File: src/rtl/hvac_pkg.sv
// Shared types and parameter checks for the HVAC actuator sequencer.
package hvac_pkg;

    typedef enum logic [2:0] {
        IDLE    = 3'd0,
        HEAT    = 3'd1,
        COOL    = 3'd2,
        RUNON   = 3'd3,
        LOCKOUT = 3'd4
    } hvac_state_t;

    // Every dwell value must be at least 1 and must fit in the dwell counter.
    function automatic bit hvac_params_ok(input int min_on, input int min_off,
                                          input int fan_runon, input int cnt_w);
        bit ok;
        ok = (cnt_w >= 1) && (cnt_w <= 30);
        ok = ok && (min_on >= 1) && (min_off >= 1) && (fan_runon >= 1);
        if (ok) begin
            ok = (min_on < (1 << cnt_w)) && (min_off < (1 << cnt_w))
                 && (fan_runon < (1 << cnt_w));
        end
        return ok;
    endfunction

endpackage

File: src/rtl/hvac_dwell_timer.sv
// Dwell counter: synchronous clear, otherwise counts up and sticks at all-ones.
module hvac_dwell_timer #(
    parameter int CNT_W = 8
) (
    input  logic             clk,
    input  logic             resetn,
    input  logic             clr_i,
    output logic [CNT_W-1:0] cnt_o
);

    localparam logic [CNT_W-1:0] ONE = CNT_W'(1);

    logic [CNT_W-1:0] cnt_q;
    logic [CNT_W-1:0] cnt_d;

    always_comb begin
        cnt_d = cnt_q;
        if (clr_i) begin
            cnt_d = '0;
        end else if (cnt_q != '1) begin
            cnt_d = cnt_q + ONE;
        end
    end

    always_ff @(posedge clk or negedge resetn) begin
        if (!resetn) begin
            cnt_q <= '0;
        end else begin
            cnt_q <= cnt_d;
        end
    end

    assign cnt_o = cnt_q;

endmodule

File: src/rtl/hvac_actuator_seq.sv
// Turns thermostat heat/cool/fan requests into actuator enables while enforcing
// minimum on-time, fan run-on and a minimum off-time between heat/cool runs.
module hvac_actuator_seq
    import hvac_pkg::*;
#(
    parameter int MIN_ON    = 4,
    parameter int MIN_OFF   = 6,
    parameter int FAN_RUNON = 3,
    parameter int CNT_W     = 8
) (
    input  logic clk,
    input  logic resetn,
    input  logic heater_req,
    input  logic aircon_req,
    input  logic fan_req,
    output logic heater_en,
    output logic aircon_en,
    output logic fan_en,
    output logic lockout,
    output logic conflict
);

    if (!hvac_params_ok(MIN_ON, MIN_OFF, FAN_RUNON, CNT_W)) begin : g_param_check
        $error("hvac_actuator_seq: illegal MIN_ON/MIN_OFF/FAN_RUNON/CNT_W combination");
    end

    localparam logic [CNT_W-1:0] ON_LAST    = CNT_W'(MIN_ON - 1);
    localparam logic [CNT_W-1:0] OFF_LAST   = CNT_W'(MIN_OFF - 1);
    localparam logic [CNT_W-1:0] RUNON_LAST = CNT_W'(FAN_RUNON - 1);
    // When the run-on alone already covers the off time there is no lockout tail.
    localparam bit RUNON_TO_LOCK = (MIN_OFF > FAN_RUNON);

    hvac_state_t      state_q;
    hvac_state_t      state_d;
    logic             fan_req_q;
    logic             conflict_q;
    logic [CNT_W-1:0] cnt;
    logic             cnt_clr;
    logic             heat_r;
    logic             cool_r;

    // Simultaneous heat and cool requests are treated as no request at all.
    assign heat_r = heater_req & ~aircon_req;
    assign cool_r = aircon_req & ~heater_req;

    always_comb begin
        state_d = state_q;
        case (state_q)
            IDLE: begin
                if (heat_r) begin
                    state_d = HEAT;
                end else if (cool_r) begin
                    state_d = COOL;
                end
            end
            HEAT: begin
                if ((cnt >= ON_LAST) && !heat_r) state_d = RUNON;
            end
            COOL: begin
                if ((cnt >= ON_LAST) && !cool_r) state_d = RUNON;
            end
            RUNON: begin
                if (cnt == RUNON_LAST) state_d = RUNON_TO_LOCK ? LOCKOUT : IDLE;
            end
            LOCKOUT: begin
                if (cnt >= OFF_LAST) state_d = IDLE;
            end
            default: state_d = IDLE;
        endcase
    end

    // LOCKOUT keeps counting from the run-on value so the total off time is MIN_OFF.
    always_comb begin
        cnt_clr = 1'b0;
        if (state_d == IDLE) begin
            cnt_clr = 1'b1;
        end else if ((state_d != state_q) && (state_d != LOCKOUT)) begin
            cnt_clr = 1'b1;
        end
    end

    hvac_dwell_timer #(
        .CNT_W(CNT_W)
    ) u_dwell (
        .clk   (clk),
        .resetn(resetn),
        .clr_i (cnt_clr),
        .cnt_o (cnt)
    );

    always_ff @(posedge clk or negedge resetn) begin
        if (!resetn) begin
            state_q    <= IDLE;
            fan_req_q  <= 1'b0;
            conflict_q <= 1'b0;
        end else begin
            state_q    <= state_d;
            fan_req_q  <= fan_req;
            conflict_q <= heater_req & aircon_req;
        end
    end

    assign heater_en = (state_q == HEAT);
    assign aircon_en = (state_q == COOL);
    assign fan_en    = (state_q == HEAT) || (state_q == COOL) || (state_q == RUNON) || fan_req_q;
    assign lockout   = (state_q == RUNON) || (state_q == LOCKOUT);
    assign conflict  = conflict_q;

endmodule
File: config.mk
export PLATFORM = sky130hd
export DESIGN_NAME = hvac_actuator_seq
export DESIGN_NICKNAME = d
export VERILOG_FILES = /design/src/rtl/hvac_pkg.sv /design/src/rtl/hvac_dwell_timer.sv /design/src/rtl/hvac_actuator_seq.sv
export SDC_FILE = /design/constraint.sdc
export NUM_CORES = 1
export LEC_CHECK = 0
export BUFFER_PORTS_ARGS = -buffer_cell sky130_fd_sc_hd__buf_2
export CAP_MARGIN = 40
export CORE_ASPECT_RATIO = 0.75
export CORE_MARGIN = 5
export CORE_UTILIZATION = 30
export CTS_CLUSTER_DIAMETER = 200
export DETAILED_ROUTE_END_ITERATION = 10
export GPL_TIMING_DRIVEN = 0
export PLACE_DENSITY = 0.54
export RECOVER_POWER = 25
export SYNTH_ARGS = -nofsm -noshare
export SYNTH_HDL_FRONTEND = slang
export SYNTH_HIERARCHICAL = 1
export SYNTH_SLANG_ARGS = --single-unit
File: constraint.sdc
create_clock -name clk -period 2 [get_ports clk]
set_input_delay 0.1 -clock clk [delete_from_list [all_inputs] [get_ports clk]]
set_output_delay 0.1 -clock clk [all_outputs]
set_load 0.03 [all_outputs]
==> run metrics <==
number of fill cells=264; Post-synth EDFFs=0; r2r endpoint=u_dwell/cnt_o[2]; Min-Delay Endpoint=conflict; final hold slack=106 ps; GPL Wtd Cong=0.770; HPWL Detailed=1280 um; HP Class=input port to register; critical path launch point type=register; Top FF cell, synth=dfrtp_1; CP Max Fanout=8; most instantiated cells after synthesis=13 x dfrtp_1, 6 x a21oi_1, 5 x nand2_1, 4 x inv_1, 4 x nor3_1; Worst Reg-to-Reg Cells=7; vias in the first global route=711; worst slack, placed=-154 ps; Tmin final=2060 ps; CP endpoint kind=register; area of the multi-input gates=472 um2; hold path start=aircon_req; max-slew violations=0; number of core rows=16; Nets=112; TritonCTS buffer count=3; sequential share of power=0.508; Design Area, Final=1010 um2; Worst Hold Depth=2; Gate power share=0.039; CP required=2170 ps; Static Leak=0.409 nW; Clk Latency, worst-skew pair=240 ps; via count=731; FF/Latch Area=329 um2; Routed WL per cell=13.8 um; Slew HR=0.504; PwrDens=515 nW/um2; share of layout cells above drive strength 1=0.276; Final period util=1.03; Internal=0.414 mW; drt via density=5.18; clock sinks=13; final setup violating endpoints=1; Async SR Flop Fraction=1.00; Die W=70.4 um; Peak VDD IR=0.264 mV; Seq/Total Area, Yosys=0.397; Cell variety after synth=42; num ports=10; Tot Pwr=0.523 mW; syn_nets=92; Core ar.=2620 um2; RSZ-0062 raised after global routing=true; kind of critical path=register to register; clock root cell=clkbuf_8; Critical R2R Launch=u_dwell/cnt_o[7]; number of max-cap violations=0; initial antenna violation count=0; area leader, netlist=dfrtp_1; Post-Syn Instances=86; area delta synth->final=23.8%; die area=3890 um2; worst setup margin=-58.1 ps; slew of the pin with the lowest slew margin=744 ps; Die H=55.3 um; synth top area cells=dfrtp_1 40%, a21oi_1 3.7%, and4_2 3.7%; largest net degree at the start of global routing=14; routed wire length=1950 um; Post-DP Area=913 um2; status=finished, violations left; GRT Overall Usage=0.103; initial core utilization=0.313; CP arrival=2230 ps; # DRC=0; YS warnings=6; failing checks=negative setup slack; share of the synthesized area in the top cell type=0.397; clock share of power=0.453; DRT antenna net count=0; I/O Buffers=9; first-pass GRT wire length=3250 um; FF+latch count, synth=13; drt pass-1 iters=4; Sw Ratio=0.208; cell area after synthesis=820 um2; count of final hold-check violations=0; r2r setup slk=-60 ps; n_diodes=0; H-tree depth=1; total grt overflow=0; TritonCTS clock tree=yes; Max Freq=486 MHz; worst clock skew=0.439 ps; maximum clock insertion buffer count=2; clock slew at reported path FFs=60 ps; syn_area_per_cell=9.53 um2; Net Sw Power=0.109 mW; Iteration-0 DRC Markers=18; most frequent cell after synthesis=dfrtp_1
-- cell type report --
class | instances | share of cell area
Clock buffer | 4 | 0.0444
Buffer | 2 | 0.0148
Multi-Input combinational cell | 67 | 0.465
Sequential cell | 13 | 0.324
Tap cell | 36 | 0.0444
Timing Repair Buffer | 15 | 0.0925
Inverter | 4 | 0.0148
-- worst max-delay path, cell delays in order, from the launching register on --
cell and delay [ps]:
dfrtp_2 410, or4_4 540, or3_4 360, o211ai_2 180, a2bb2oi_2 80, buf_6 140
o21bai_1 150, a31oi_1 140
-- state kept, by name, summed over array words and instances (netlist names) --
| signal | cells |
|---|---|
| fan_req_q | 1 |
| u_dwell/cnt_o | 8 |
| conflict | 1 |
| state_q | 3 |
-- per-stage QoR --
stage,TNS [ps],util,std cells
detailed placement,-414,0.348,131
finish,-58.1,0.387,141
floorplan,-12.6,-,86
CTS,-60.0,0.382,139
global route,-323,0.387,141
global placement,-313,0.348,131
-- power groups by stage --
stage / Combinational [mW] / Sequential [mW] / Clock [mW]
3_3_place_gp: 0.0179 / 0.270 / 0
6_report: 0.0203 / 0.266 / 0.237
4_1_cts: 0.0212 / 0.266 / 0.244
5_1_grt: 0.0227 / 0.265 / 0.255
3_5_place_dp: 0.0181 / 0.270 / 0
2_1_floorplan: 0.00425 / 0.273 / 0
-- metal layers --
| layer | vias to the layer above | routed length [um] | global-route usage |
|---|---|---|---|
| li1 | 374 | - | - |
| met1 | 346 | 1010 | 0.138 |
| met2 | 7 | 875 | 0.159 |
| met3 | 4 | 31 | 0.0163 |
| met4 | 0 | 35 | 0.0574 |
| met5 | - | 0 | 0 |
-- placed cells by master (no fill, tap or decap), drive strengths merged, types with 2 or more instances in the layout --
cell / n
nand2b: 3
a2bb2oi: 2
a21oi: 6
buf: 13
a211oi: 3
nor2: 3
and3: 2
o21ai: 4
or3: 2
and4: 3
nor3b: 2
clkbuf: 6
nand3b: 2
nand4: 2
dlygate4sd3: 2
a31oi: 3
nor3: 4
inv: 4
nand2: 5
o211ai: 2
o21bai: 2
dfrtp: 13
nor2b: 2
-- kinds of logic after synthesis --
logic type	synth area share
AO/OA/AOI/OAI	0.229
adder cells (fa/ha/maj)	0.0275
buffers and inverters	0.0275
flip-flops	0.397
multiplexers	0.0122
AND/OR/NAND/NOR	0.307
-- worst max path at each step --
stage	startpoint	end	depth (start not counted)
2_1_floorplan	u_dwell/cnt_o[7]	u_dwell/cnt_o[2]	7
3_3_place_gp	u_dwell/cnt_o[7]	u_dwell/cnt_o[2]	7
3_5_place_dp	u_dwell/cnt_o[7]	u_dwell/cnt_o[2]	7
4_1_cts	u_dwell/cnt_o[7]	u_dwell/cnt_o[2]	7
5_1_grt	u_dwell/cnt_o[7]	u_dwell/cnt_o[2]	7
6_report	u_dwell/cnt_o[7]	u_dwell/cnt_o[2]	7
-- what timing repair did --
action | in CTS | in global routing
setup buffers | 2 | 2
hold buffers | 2 | 0
hold endpoints to repair | 14 | 0
pin swaps | 2 | 0
resized for setup | 4 | 0
endpoints found under the setup margin | 8 | 7
Note: power is estimated with default switching activity, not from simulation.
